$ cat src/rtl/mimo_rr_arbiter.sv
// mimo_rr_arbiter
//   Round-robin arbiter that merges NUM_CH valid/ready input channels into a
//   single registered output stream. Each grant carries at most BURST beats.
//   The grant ends early when the granted channel drops valid. One
//   arbitration (idle) cycle separates consecutive grants.
//
// Parameters
//   WIDTH   data bits per beat (>= 1)
//   NUM_CH  number of input channels (power of two, 2..16)
//   BURST   maximum beats per grant (1..256)
//
// Ports
//   i_clock       clock, rising edge
//   i_reset_n     synchronous active-low reset
//   i_in_data     channel k data in bits [k*WIDTH +: WIDTH]
//   i_in_valid    per-channel valid
//   o_in_ready    per-channel ready (one-hot or zero)
//   o_out_data    registered output beat
//   o_out_valid   registered output valid
//   i_out_ready   downstream ready
//   o_out_chan    source channel of o_out_data (only with MIMO_ARB_CHAN_TAG_EN)
//
// Build option
//   MIMO_ARB_CHAN_TAG_EN  adds the o_out_chan port and its register.

module mimo_rr_arbiter #(
    parameter int WIDTH  = 8,
    parameter int NUM_CH = 8,
    parameter int BURST  = 4
) (
    input  logic                      i_clock,
    input  logic                      i_reset_n,
    input  logic [NUM_CH*WIDTH-1:0]   i_in_data,
    input  logic [NUM_CH-1:0]         i_in_valid,
    output logic [NUM_CH-1:0]         o_in_ready,
    output logic [WIDTH-1:0]          o_out_data,
    output logic                      o_out_valid,
    input  logic                      i_out_ready
`ifdef MIMO_ARB_CHAN_TAG_EN
    ,
    output logic [$clog2(NUM_CH)-1:0] o_out_chan
`endif
);

    localparam int CW  = $clog2(NUM_CH);
    localparam int BCW = $clog2(BURST + 1);

    typedef enum logic {ST_IDLE, ST_GRANT} state_t;

    state_t           state;
    logic [CW-1:0]    cur_ch;
    logic [CW-1:0]    last_grant;
    logic [BCW-1:0]   beat_cnt;

    logic             pipe_ready;
    logic             in_fire;
    logic             out_fire;
    logic             any_valid;
    logic [CW-1:0]    next_ch;
    logic [WIDTH-1:0] sel_data;

    assign pipe_ready = !o_out_valid || i_out_ready;
    assign in_fire    = (state == ST_GRANT) && pipe_ready && i_in_valid[cur_ch];
    assign out_fire   = o_out_valid && i_out_ready;
    assign sel_data   = i_in_data[cur_ch*WIDTH +: WIDTH];

    // Ready is gated by reset so it is zero while reset is asserted, even
    // before the first reset edge has cleared the state.
    always_comb begin
        o_in_ready = '0;
        if (i_reset_n && (state == ST_GRANT) && pipe_ready)
            o_in_ready[cur_ch] = 1'b1;
    end

    // Round-robin search: walk offsets from farthest (last_grant itself) to
    // nearest (last_grant+1) so the nearest valid channel is assigned last
    // and wins. The CW-bit add wraps modulo NUM_CH.
    always_comb begin
        logic [CW-1:0] idx;
        idx       = '0;
        next_ch   = '0;
        any_valid = 1'b0;
        for (int unsigned i = NUM_CH; i >= 1; i--) begin
            idx = last_grant + CW'(i);
            if (i_in_valid[idx]) begin
                next_ch   = idx;
                any_valid = 1'b1;
            end
        end
    end

    always_ff @(posedge i_clock) begin
        if (!i_reset_n) begin
            state       <= ST_IDLE;
            cur_ch      <= '0;
            last_grant  <= CW'(NUM_CH - 1);
            beat_cnt    <= '0;
            o_out_valid <= 1'b0;
            o_out_data  <= '0;
`ifdef MIMO_ARB_CHAN_TAG_EN
            o_out_chan  <= '0;
`endif
        end else begin
            case (state)
                ST_IDLE: begin
                    if (any_valid) begin
                        cur_ch     <= next_ch;
                        last_grant <= next_ch;
                        beat_cnt   <= '0;
                        state      <= ST_GRANT;
                    end
                end
                ST_GRANT: begin
                    // A stalled pipe freezes the grant, even if valid drops,
                    // so no beat is lost or duplicated.
                    if (pipe_ready) begin
                        if (i_in_valid[cur_ch]) begin
                            beat_cnt <= beat_cnt + BCW'(1);
                            if (beat_cnt == BCW'(BURST - 1))
                                state <= ST_IDLE;
                        end else begin
                            state <= ST_IDLE;
                        end
                    end
                end
                default: state <= ST_IDLE;
            endcase

            if (in_fire) begin
                o_out_data  <= sel_data;
                o_out_valid <= 1'b1;
`ifdef MIMO_ARB_CHAN_TAG_EN
                o_out_chan  <= cur_ch;
`endif
            end else if (out_fire) begin
                o_out_valid <= 1'b0;
            end
        end
    end

endmodule

$ cat config.mk
export PLATFORM = sky130hd
export DESIGN_NAME = mimo_rr_arbiter
export DESIGN_NICKNAME = d
export VERILOG_FILES = /design/src/rtl/mimo_rr_arbiter.sv
export SDC_FILE = /design/constraint.sdc
export NUM_CORES = 1
export LEC_CHECK = 0
export ABC_AREA = 1
export CAP_MARGIN = 30
export CORE_ASPECT_RATIO = 0.9
export CORE_MARGIN = 8
export CORE_UTILIZATION = 45
export DETAILED_ROUTE_END_ITERATION = 6
export HOLD_SLACK_MARGIN = 0.15
export PLACE_DENSITY = 0.91
export SLEW_MARGIN = 5
export SYNTH_ARGS = -nofsm -noshare
export SYNTH_HDL_FRONTEND = slang
export SYNTH_SLANG_ARGS = --single-unit
$ cat constraint.sdc
create_clock -name i_clock -period 3.4 [get_ports i_clock]
set_clock_uncertainty 0.1 [all_clocks]
set_input_delay 0.34 -clock i_clock [delete_from_list [all_inputs] [get_ports i_clock]]
set_output_delay 0.34 -clock i_clock [all_outputs]
set_load 0.03 [all_outputs]
**Word level (Yosys, flattened, before mapping)**

Index checks and enable logic that the tools add are counted.

- Bits in registers: 19
- Latch bits: 0
- Bits in writable memories: 0
- Bits in read-only memories: 0
- Input bits: 75
- Output and inout bits: 17
- Word-level logic and storage cells: 89
- Memories: 0

- Add/sub/neg operators: 8
- $mul: 0
- Divide/modulo/power cells: 0
- $lt $le $gt $ge: 10
- Equality and inequality tests: 4
- Shift operators: 1
- Multiplexer cells: 48
- Bitwise logic cells: 1
- Reductions and logical operators: 11

Operators by type and width:

| kind | number |
|---|---|
| $shiftx A64 B7 Y8 | 1 |
| $lt A3 B4 Y1 const B | 9 |
| $mux W3 | 11 |
| $bmux W1 S3 | 9 |
| $mux W1 | 24 |
| $add A3 B3 Y3 const B | 4 |
| $mux W8 | 1 |
| $add A3 B1 Y3 const B | 2 |
| $add A3 B2 Y3 const B | 2 |
| $logic_and A1 B1 Y1 | 6 |
| $pmux W3 S2 | 1 |
| $ne A2 B1 Y1 const B | 2 |
| $demux W1 S3 | 1 |
| $eq A3 B2 Y1 const B | 1 |
| $ge A3 B1 Y1 const B | 1 |
| $reduce_and A3 Y1 | 1 |
| $ne A2 B2 Y1 const B | 1 |
| $pmux W1 S2 | 1 |
| $reduce_and A2 Y1 | 1 |
| $reduce_bool A2 Y1 | 1 |
| $logic_not A1 Y1 | 1 |
| $logic_or A1 B1 Y1 | 1 |
| $not A1 Y1 | 1 |

**Depth between registers and ports, before layout**

Gate-level depths: netlist (run 1).

- Depth after elaboration: 12
- Mapped depth: 18
- Mapped depth without buffers: 17

**Least setup slack after synthesis (run 1)**

Ideal clock, no wire load.

- Path type: reg-to-reg
- Start: register last_grant[1]
- End: register last_grant[0]
- Setup time: 0.136 ns
- Arrival time: 1.858 ns
- Data required time: 3.164 ns
- Setup slack: 1.306 ns
- Cell stages (with the launch flop): 14
- Path buffers: 1
- Clock period less this slack: 2.094 ns
- Path through: dfxtp_1 -> buf_6 -> inv_4 -> ha_1 -> inv_2 -> nand3_1 -> nand3_1 -> nand2_1 -> inv_2 -> nand4_2 -> o21ai_4 -> inv_2 -> nand3_1 -> o211ai_1

- Word-level cells in the longest chain between the ends: 11
- Elaborated cells on any way between the ends: 40
- Those cells by class: add/sub: 7; mux: 32; reduce/logical: 1

Ends and longest elaborated chain:

| what | RTL line | source |
|---|---|---|
| start, declared | 52 | `logic [CW-1:0] last_grant;` |
| start signal, assigned | 96 | `last_grant <= CW'(NUM_CH - 1);` |
| start signal, assigned | 108 | `last_grant <= next_ch;` |
| $add A3 B3 Y3 / $bmux W1 S3 (equally long branches) | 84, 85 |  |
| $bmux W1 S3 / $mux W1 (equally long branches) | 85 | `if (i_in_valid[idx]) begin` |
| $mux W1 (not written as such) | 85 |  |
| $mux W1 (7 in series) | 85 |  |
| $reduce_and A2 Y1 (no line) | - |  |

Parallel ways exist; a longest one is shown, timed or not. The select of a mux whose other input is x is not followed.
A chain may end at the register's enable or synchronous reset.

**Final worst setup path (run 1)**

- Start: input i_reset_n
- End: output o_in_ready[1]

- Word-level cells in the longest chain between the ends: 3

Ends and longest elaborated chain:

| what | RTL line | source |
|---|---|---|
| start, declared | 32 | `input logic i_reset_n,` |
| $logic_and A1 B1 Y1 (2 in series) | 71 | `if (i_reset_n && (state == ST_GRANT) && pipe_ready)` |
| $mux W8 | 71 |  |
| end, declared | 35 | `output logic [NUM_CH-1:0] o_in_ready,` |

No other way between the ends.

==> metrics.txt, run 1 <==
outcome=finished, final reports clean; DRT Pass-1 Iters=5; critical path arrival=2.39 ns; Hold WC Path Type=reg2reg; GRT Overall Usage=21.6%; Setup crit start=i_reset_n; Mapped Cells=337; antenna violations before repair=0; post-route setup slack=0.570 ns; post-synthesis mux area share=0%; Worst Path Max Fanout=9; synth warn=0; Ports=92; Final HPWL DP=6040 µm; FP Rows=22; Place WS=0.569 ns; via density per instance=5.48; Post-Route WL=7480 µm; grt total ovfl=0; Core Footprint=4100 µm²; fillcell total=376; H-tree depth=1; wl on met1=3190 µm; Mapped Nets=416; Slew headroom=68.4%; Die ar.=6680 µm²; Antenna Nets Post-Route=0; Die Width=85.2 µm; root buffer selected by CTS=clkbuf_8; Distinct cells, synth=31; Crit. End Element=output pin; Final Setup Violations=0; DR top layer=met4; detailed-route DRC error count=0; setup TNS=0 ns; Worst Path Required=2.96 ns; final hold violation count=0; CTS sink count=19; diode count=0; GPL Wtd Cong=0.953; Peak Freq=0.353 GHz; fin. max-slew vios=0; ratio of cells with drive above 1 in the final layout=9.93%; CP max-delay cell=clkdlybuf4s50_1; origin of the critical flop-to-flop path=last_grant[0]; post-synthesis adder-cell area fraction=2.58%; Initial Util=47.3%; Worst VDD drop=0.458 mV; area grow syn2layout=49.9%; Syn Std Cell Area=1940 µm²; routed len/inst=15.9 µm; post-layout util=71.0%; Routed met3 length=538 µm; CP most frequent cell=clkdlybuf4s50_1; Final nets=503; sequential element share of the synthesized area=19.6%; Slew @ Worst Pin=0.473 ns; CTS tree=done; clock buffer depth=2; Post-Synth XOR/XNOR Area=0.451%; fin cells=471; largest net degree at the start of global routing=39; Pwr Density=758 nW/µm²; CP Class=in2out; WHS=0.365 ns; maxcap violations=0; Clock transition at path regs=0.07 ns; Synth Area in Compound Gates=23.6%; CP delay by family, top=buffers and inverters; DR vias=2582; CP peak stage delay=0.68 ns; postcts setup bufs=0; Clock Latency Late Sink=0.26 ns; Cell Chain, Critical Path=clkdlybuf4s50_1, clkinv_1, nor3_1, nand2_1, nor2_1, clkdlybuf4s50_1; ratio of final minimum period to clock period=83.2%; 1st-iter DRT viols=265; Final min period=2.83 ns; first-pass GRT wire length=11800 µm; IO Port Bufs=91; syn_area_per_cell=5.76 µm²; Worst Min Path Start=beat_cnt[2]; cts bufs inserted=3; combinational family with the most area after synthesis=simple AND/OR/NAND/NOR gates; RSZ-0062 raised after global routing=false; vias in the first global route=2375; WL met2=3630 µm; Setup crit start kind=primary input; Die Ht=78.3 µm; Post-CTS Hold Buffers=0; leak pwr=1.24 nW; # resized after CTS=0; Post-Synth Simple-Gate Area=43.0%; #FFs+latches synth=19; Buf+Inv Stages, Crit Path=3; Placed Instances=467
metrics by stage:
step	total power, mW	cell area [µm²]
after floorplan	1.60	1940
after global placement	1.99	2860
after detailed placement	2.01	2860
after CTS	2.18	2910
after global routing	2.43	2910
final	2.21	2910
cells by family after synthesis:
group                      after synthesis
and+or+nand+nor                        185
AOI/OAI and AO/OA                       82
xor gates and xnor gates                 1
adders and majority gates                4
DFF                                     19
buffers and inverters                   46
report_power, final:
| group | leakage (nW) | switching (mW) | internal [mW] |
|---|---|---|---|
| combinational | 1.06 | 1.09 | 0.598 |
| sequential | 0.156 | 0.0753 | 0.287 |
| clock | 0.0255 | 0.0764 | 0.0815 |
| total | 1.24 | 1.24 | 0.967 |
registers in the layout (all words and copies together), names as in the netlist:
register,count
o_out_data,8
beat_cnt,3
cur_ch,3
last_grant,3
o_out_valid,1
state,1
layout make-up:
class,count,area [µm²],area share [%]
multi-input combinational,272,1350,46.5
sequential,19,380,13.1
clock buffer,3,41.3,1.42
timing repair buffer,95,941,32.3
clock inverter,1,5.00,0.172
tap,48,60.1,2.06
inverter,33,130,4.47
worst reg2reg max path: stages, from the launching register on:
cell,delay (ns)
dfxtp_1,0.62
inv_2,0.21
ha_1,0.45
inv_2,0.16
nand3_1,0.11
nand3_1,0.10
nand2_1,0.11
inv_1,0.11
nand4_2,0.10
o21ai_4,0.25
inv_2,0.11
nor2_4,0.11
nand2_1,0.05
a21oi_1,0.13
routing by layer:
metal / GRT usage, % / up-vias
li1: - / 1303
met1: 27.6 / 1138
met2: 37.8 / 127
met3: 2.50 / 14
met4: 4.97 / 0
met5: 0 / -
Yosys cell counts:
library cell	count	share of area [%]
nand2_1	67	13
nor2_1	57	11
o21ai_0	35	9.0
nand3_1	34	8.8
dfxtp_1	19	20
a21oi_1	16	4.1
o22ai_1	16	5.2
inv_1	15	2.9
inv_2	13	2.5
o21ai_1	10	2.6
nor3_1	9	2.3
clkbuf_1	8	1.5
nand2_2	7	2.3
ha_1	4	2.6
nor2_4	4	2.3
buf_6	3	1.7
buf_4	2	0.77
clkinv_1	2	0.39
inv_4	2	0.64
nor2_2	2	0.64
o211ai_1	2	0.77
a31oi_1	1	0.32
clkinv_2	1	0.26
nand3_2	1	0.52
nand3_4	1	0.90
nand3b_1	1	0.39
nand4_2	1	0.64
o2111ai_2	1	0.77
o21ai_4	1	0.84
or2_1	1	0.32
xor2_1	1	0.45
layout by cell type, fill, tap and decap left out:
master           count
nand3_4              1
o22ai_1             16
a21oi_1             16
nand3_1             34
clkdlybuf4s50_1     91
nor2_4               4
or2_1                1
nand2_1             67
inv_4                2
xor2_1               1
o2111ai_2            1
inv_2               13
buf_4                4
clkinv_2             2
clkbuf_8             3
ha_1                 4
clkinv_1             2
nand3b_1             1
nand4_2              1
o211ai_1             2
inv_1               15
o21ai_1             10
dfxtp_1             19
nand3_2              1
o21ai_4              1
nor2_1              57
o21ai_0             35
a31oi_1              1
nor2_2               2
nand2_2              7
nor3_1               9
worst paths after layout:
path,end,slack [ns],depth (start not counted)
setup reg to reg,beat_cnt[1],0.61,13
setup / recovery,o_in_ready[1],0.57,6
hold / removal,beat_cnt[2],0.36,2
hold reg to reg,beat_cnt[2],0.36,2
Note: power is estimated with default switching activity, not from simulation.
==> run 2, diff against run 1 <==
--- a/config.mk
+++ b/config.mk
@@ -9,10 +9,10 @@
 export CAP_MARGIN = 30
 export CORE_ASPECT_RATIO = 0.9
 export CORE_MARGIN = 8
-export CORE_UTILIZATION = 45
+export CORE_UTILIZATION = 42
 export DETAILED_ROUTE_END_ITERATION = 6
 export HOLD_SLACK_MARGIN = 0.15
-export PLACE_DENSITY = 0.91
+export PLACE_DENSITY = 0.86
 export SLEW_MARGIN = 5
 export SYNTH_ARGS = -nofsm -noshare
 export SYNTH_HDL_FRONTEND = slang
==> constraint.sdc (replaced) <==
create_clock -name i_clock -period 2.9 [get_ports i_clock]
set_clock_uncertainty 0.1 [all_clocks]
set_input_delay 0.29 -clock i_clock [delete_from_list [all_inputs] [get_ports i_clock]]
set_output_delay 0.29 -clock i_clock [all_outputs]
set_load 0.03 [all_outputs]
==> run 2 against run 1 <==
Via count shrank 1.5%. Sequential share of layout area is essentially flat. Design area up 0.56%. Total power rose by 18%. Critical path depth is the same. Critical path type unchanged. Register-to-register slack lost 0.21 ns. Largest power group unchanged. Die area increased by 5.7%.
==> metrics.txt, run 2 (synthesis results as in run 1) <==
CP delay by family, top=buffers and inverters; Die Width=87.7 µm (+2.9%); ratio of final minimum period to clock period=88.8%; first-pass GRT wire length=11900 µm (+0.36%); Post-CTS Hold Buffers=0 (unchanged); Final Setup Violations=0 (unchanged); Core Footprint=4460 µm² (+8.8%); largest net degree at the start of global routing=39 (unchanged); FP Rows=23 (+4.5%); Peak Freq=0.388 GHz; post-layout util=65.6% (-5.3 points); Crit. End Element=output pin; critical path arrival=2.19 ns (-0.20 ns); commonest cells after routing, fill and taps aside=clkdlybuf4s50_1, nand2_1, nor2_1; grt total ovfl=0 (unchanged); postcts setup bufs=0 (unchanged); largest register by flop count=o_out_data; fillcell total=389 (+3.5%); Worst Hold Endpoint=beat_cnt[0]; Clock transition at path regs=0.07 ns (about the same); detailed-route DRC error count=0 (unchanged); Worst Hold Depth=1 (-1); Worst Path Max Fanout=4 (-5); Cell Chain, Critical Path=clkdlybuf4s50_1, clkinv_1, nor3_1, nand2_1, nor2_1, clkdlybuf4s50_1; internal reg-to-reg setup slack=0.40 ns (-0.21 ns); Final min period=2.58 ns; Clock Latency Late Sink=0.25 ns (about the same); maxcap violations=0 (unchanged); fin. max-slew vios=0 (unchanged); Place WS=0.292 ns (-0.277 ns); Int Pwr=1.14 mW (+17%); Hold WC Path Type=reg2reg; routed len/inst=15.8 µm (-0.78%); CTS tree=done; Die Ht=80.5 µm (+2.8%); Clock power frac=7.0% (-0.2 points); GPL Wtd Cong=0.950 (-0.35%); GRT Overall Usage=21.4% (-0.27 points); Ports=92 (unchanged); Antenna Nets Post-Route=0 (unchanged); outcome=finished, final reports clean; area grow syn2layout=50.7%; fin cells=486 (+3.2%); origin of the critical flop-to-flop path=last_grant[0]; worst r2r path cells=13 (unchanged); Setup crit start=i_reset_n; root buffer selected by CTS=clkbuf_8; commonest non-fill, non-tap cell in the layout=clkdlybuf4s50_1; WHS=0.372 ns (+0.00669 ns); final hold violation count=0 (unchanged); sequential power share=16.4% (about the same); CP most frequent cell=clkdlybuf4s50_1; RSZ-0062 raised after global routing=false; setup TNS=0 ns (unchanged); Buf+Inv Stages, Crit Path=3 (unchanged); Setup crit start kind=primary input; CTS sink count=19 (unchanged); Worst VDD drop=0.675 mV (+47%); 1st-iter DRT viols=222 (-16%); Placed Instances=482 (+3.2%); leak pwr=1.25 nW (+1.0%); CP Class=in2out; antenna violations before repair=0 (unchanged); CP peak stage delay=0.69 ns (about the same); DR vias=2544 (-1.5%); Initial Util=43.5% (-3.8 points); vias in the first global route=2305 (-2.9%); Gate power share=76.6% (+0.2 points); Slew @ Worst Pin=0.443 ns (-0.0296 ns); via density per instance=5.23 (-4.5%); Die ar.=7060 µm² (+5.7%); max reg flops=8 (unchanged); Sw Pwr=1.47 mW (+18%); worst r2r dst=beat_cnt[2]; DRT Pass-1 Iters=4 (-1); Final HPWL DP=6240 µm (+3.3%); cts bufs inserted=3 (unchanged); IO Port Bufs=91 (unchanged); Sw Ratio=56.4% (+0.20 points); Pwr Density=890 nW/µm² (+17%); Worst Path Required=2.51 ns (-0.45 ns); clock buffer depth=2 (unchanged); Final nets=504 (+0.20%); Post-Route WL=7660 µm (+2.4%); diode count=0 (unchanged); ratio of cells with drive above 1 in the final layout=11.3% (+1.4 points); H-tree depth=1 (unchanged); CP max-delay cell=clkdlybuf4s50_1; Worst Min Path Start=beat_cnt[0]; Slew headroom=70.3% (+1.8 points); post-route setup slack=0.323 ns (-0.247 ns)
run 2: changes by cell type in the layout (fill, tap and decap cells not counted), sizes merged:
| cell | delta |
|---|---|
| buf | +5 |
| clkdlybuf4s50 | -4 |
run 2: power groups by stage:
stage	logic (mW)	registers (mW)	clock network, mW
6_report	1.99	0.427	0.183
5_1_grt	2.21	0.437	0.198
4_1_cts	1.96	0.423	0.188
3_5_place_dp	1.94	0.426	0
3_3_place_gp	1.95	0.422	0
2_1_floorplan	1.42	0.460	0
run 2: worst max path at each step:
stage               slack, ns  depth (start not counted)             to
floorplan                0.81                         13  last_grant[0]
global placement         0.34                          6  o_in_ready[2]
detailed placement       0.29                         12  last_grant[0]
CTS                      0.28                         13    beat_cnt[1]
global route             0.14                          6  o_in_ready[4]
finish                   0.32                          6  o_in_ready[4]
run 2: repair_timing:
item                                    4_1_cts  5_1_grt
gates resized for setup                       0        1
endpoints found under the hold margin         0        0
endpoints found under the setup margin        0        2
run 2: stage by stage:
step	power [mW]	area (µm²)
floorplan	1.88	1940
finish	2.60	2930
detailed placement	2.37	2880
global route	2.85	2930
CTS	2.57	2930
global placement	2.37	2880
run 2: metal layers:
metal,routed length [µm],share of wire [%],up-vias,global-route usage (%)
met5,0,0,-,0
li1,-,-,1299,-
met2,3700,48,95,35.8
met4,56,0.73,0,2.06
met1,3470,45,1146,29.1
met3,424,5.5,4,2.75
run 2: cell type report:
type | count | area (µm²) | area share [%]
Sequential cell | 19 | 382 | 13.0
Clock inverter | 1 | 5.00 | 0.171
Timing Repair Buffer | 96 | 938 | 32.1
Inverter | 33 | 130 | 4.45
Clock buffer | 3 | 41.3 | 1.41
Tap cell | 62 | 77.6 | 2.65
Multi-Input combinational cell | 272 | 1350 | 46.2
run 2: worst reg2reg max path: stages, from the launching register on:
cell and delay (ns):
dfxtp_2 0.46, inv_2 0.14, ha_1 0.43, inv_2 0.15
nand3_1 0.11, nand3_1 0.10, nand2_1 0.13, inv_2 0.09
nand4_2 0.11, o21ai_4 0.24, inv_2 0.10, nor2_4 0.10
nand2_1 0.06, a21oi_1 0.11
==> run 3, diff against run 2 <==
--- a/config.mk
+++ b/config.mk
@@ -5,14 +5,16 @@
 export SDC_FILE = /design/constraint.sdc
 export NUM_CORES = 1
 export LEC_CHECK = 0
-export ABC_AREA = 1
 export CAP_MARGIN = 30
+export CELL_PAD_IN_SITES_DETAIL_PLACEMENT = 1
+export CELL_PAD_IN_SITES_GLOBAL_PLACEMENT = 1
 export CORE_ASPECT_RATIO = 0.9
 export CORE_MARGIN = 8
-export CORE_UTILIZATION = 42
+export CORE_UTILIZATION = 34
 export DETAILED_ROUTE_END_ITERATION = 6
 export HOLD_SLACK_MARGIN = 0.15
-export PLACE_DENSITY = 0.86
+export MAX_ROUTING_LAYER = met4
+export PLACE_DENSITY = 0.87
 export SLEW_MARGIN = 5
 export SYNTH_ARGS = -nofsm -noshare
 export SYNTH_HDL_FRONTEND = slang
==> run 3 against run 2 <==
Count of clock-buffer cells in the layout rose by 1. Design area rose by 19%. Sequential cell count did not move. Global-route usage fell by 3.1 points. Sequential share of layout area fell by 2.1 points. Die area rose by 43%. First-iteration DRC count fell by 36%. Sequential power rose by 4%. Utilization fell by 16 points. Register-to-register slack got worse by 0.25 ns. Wire length rose by 22%. Synthesized cell count fell by 29%. Critical path type is now reg2reg.
==> metrics.txt, run 3 <==
Worst VDD drop=0.301 mV (-55%); GPL Wtd Cong=0.838 (-12%); Final HPWL DP=7510 µm (+20%); Mapped Nets=319 (-23%); Crit. End Element=register; commonest cells after routing, fill and taps aside=clkdlybuf4s50_1, mux4_2, nand2_1, mux2i_1, dfxtp_1; Final Setup Violations=0 (unchanged); Synth Area in Compound Gates=13.1% (-10 points); sequential element share of the synthesized area=15.7% (-3.8 points); Pwr Density=847 nW/µm² (-4.8%); Post-synth top flop=dfxtp_1; top cells by area, synth=mux4_2, dfxtp_1, mux2i_1; fin cells=417 (-14%); sequential power share=15.0% (-1.4 points); async set-reset flop share out of synthesis=0% (unchanged); RSZ-0062 raised after global routing=false; Ports=92 (unchanged); Area after DPL=3420 µm² (+19%); Mapped Cells=240 (-29%); top-count cell post-synth=mux4_2; post-route cell area=3470 µm² (+19%); ratio of cells with drive above 1 in the final layout=20.1% (+8.7 points); fin. max-slew vios=0 (unchanged); cell taking the most area after synthesis=mux4_2; post-route setup slack=0.150 ns (-0.174 ns); WHS=0.406 ns (+0.0341 ns); H-tree depth=1 (unchanged); cts bufs inserted=3 (unchanged); Initial Util=34.7% (-8.9 points); syn_area_per_cell=10.1 µm² (+75%); routed len/inst=22.4 µm (+42%); setup TNS=0 ns (unchanged); diode count=0 (unchanged); first-pass GRT wire length=14400 µm (+21%); Peak Freq=0.364 GHz (-6.3%); post-synth top area share=27.0% (+7.4 points); Distinct cells, synth=52 (+68%); critical path arrival=2.78 ns (+0.59 ns); maxcap violations=0 (unchanged); max reg flops=8 (unchanged); postcts setup bufs=0 (unchanged); DRT Pass-1 Iters=4 (unchanged); DR vias=2400 (-5.7%); post-synthesis mux area share=43.4% (+43 points); Clock Latency Late Sink=0.26 ns (about the same); #FFs+latches synth=19 (unchanged); detailed-route DRC error count=0 (unchanged); post-synthesis adder-cell area fraction=2.07% (-0.51 points); Int Pwr=1.57 mW (+38%); Slew headroom=55.2% (-15 points); outcome=finished, final reports clean; Sw Pwr=1.37 mW (-6.8%); Clock transition at path regs=0.07 ns (about the same); Post-synth top cells=mux4_2, mux2i_1, nand2_1; synth warn=0 (unchanged); CTS tree=done; Worst Path Required=2.93 ns (+0.42 ns); leak pwr=1.31 nW (+4.9%); Gate power share=78.5% (+1.9 points); Final nets=404 (-20%); CP Class=reg2reg; CTS sink count=19 (unchanged); Die ar.=10100 µm² (+43%); Post-Synth XOR/XNOR Area=1.40% (+0.95 points); Die Width=105 µm (+20%); vias in the first global route=2664 (+16%); Hold WC Path Type=reg2reg; Sw Ratio=46.6% (-9.8 points); IO Port Bufs=91 (unchanged); final hold violation count=0 (unchanged); Syn Std Cell Area=2420 µm² (+24%); ratio of final minimum period to clock period=94.8% (+6.0 points); Final min period=2.75 ns (+0.174 ns); Antenna Nets Post-Route=0 (unchanged); Clock power frac=6.4% (-0.6 points); largest register by flop count=o_out_data; Slew @ Worst Pin=0.671 ns (+0.228 ns); Placed Instances=413 (-14%); area grow syn2layout=43.6%; Worst Path Max Fanout=12 (+8); Die Ht=96.0 µm (+19%); Post-synth EDFFs=0 (unchanged); largest net degree at the start of global routing=22 (-44%); Core Footprint=6970 µm² (+56%); grt total ovfl=0 (unchanged); Place WS=0.00108 ns (-0.291 ns); antenna violations before repair=0 (unchanged); 1st-iter DRT viols=141 (-36%); via density per instance=5.76 (+9.9%); clock buffer depth=2 (unchanged); root buffer selected by CTS=clkbuf_8; commonest non-fill, non-tap cell in the layout=clkdlybuf4s50_1; FP Rows=29 (+26%); Post-Synth Simple-Gate Area=16.6% (-26 points); combinational family with the most area after synthesis=multiplexers; Setup crit start kind=register; GRT Overall Usage=18.3% (-3.1 points); Post-Route WL=9360 µm (+22%)
-- run 3: cell families after synthesis --
| kind of cell | after synthesis |
|---|---|
| xor+xnor | 3 |
| buf+inv | 36 |
| fa+ha+maj | 4 |
| simple gates | 77 |
| mux | 61 |
| flops | 19 |
| compound gates | 40 |
-- run 3: worst paths after layout --
| kind | start | to | slack, ns | cells after the start |
|---|---|---|---|---|
| max | last_grant[0] | last_grant[1] | 0.15 | 10 |
| min | o_out_data[7] | o_out_data[7] | 0.41 | 1 |
| max reg2reg | last_grant[0] | last_grant[1] | 0.15 | 10 |
| min reg2reg | o_out_data[7] | o_out_data[7] | 0.41 | 1 |
-- run 3: worst max-delay path, cell delays in order (launching register included) --
cell	delay, ns
dfxtp_1	0.41
inv_4	0.05
ha_2	0.43
buf_4	0.24
mux2i_1	0.10
mux4_2	0.56
nor2_2	0.15
a32o_1	0.16
a211oi_2	0.05
o211ai_1	0.25
nand3_1	0.14
-- run 3: what timing repair did --
item                                    4_1_cts  5_1_grt
endpoints found under the setup margin        0        4
endpoints found under the hold margin         0        0
gates resized for setup                       0        3
hold buffers                                  0        0
-- run 3: cell type report --
| type | instances | area (µm²) |
|---|---|---|
| clock buffers | 4 | 45.0 |
| fillers | 779 | 3500 |
| inverters | 8 | 32.5 |
| multi-input cells | 185 | 1860 |
| flip-flops and latches | 19 | 380 |
| well taps | 93 | 116 |
| repair buffers | 108 | 1040 |
-- run 3: power groups by stage --
stage	combinational [mW]	clock (mW)	sequential (mW)
after floorplan	1.69	0	0.447
after global placement	2.15	0	0.435
after detailed placement	2.26	0	0.441
after CTS	2.28	0.192	0.437
after global routing	2.46	0.204	0.450
final	2.31	0.189	0.442
-- run 3: per-layer routing --
metal  share of wire [%]  routed length [µm]  global-route usage (%)  up-vias
met5                   0                   0                       -        -
met4                 2.2                 206                    4.63        0
met3                 3.8                 357                    1.94       16
met2                  57                5290                    34.6       96
met1                  37                3510                    20.3     1193
li1                    -                   -                       -     1095
-- run 3: metrics by stage --
step           power, mW  util [%]
2_1_floorplan       2.13         -
3_3_place_gp        2.59      49.1
3_5_place_dp        2.70      49.1
4_1_cts             2.91      49.7
5_1_grt             3.12      49.8
6_report            2.94      49.8
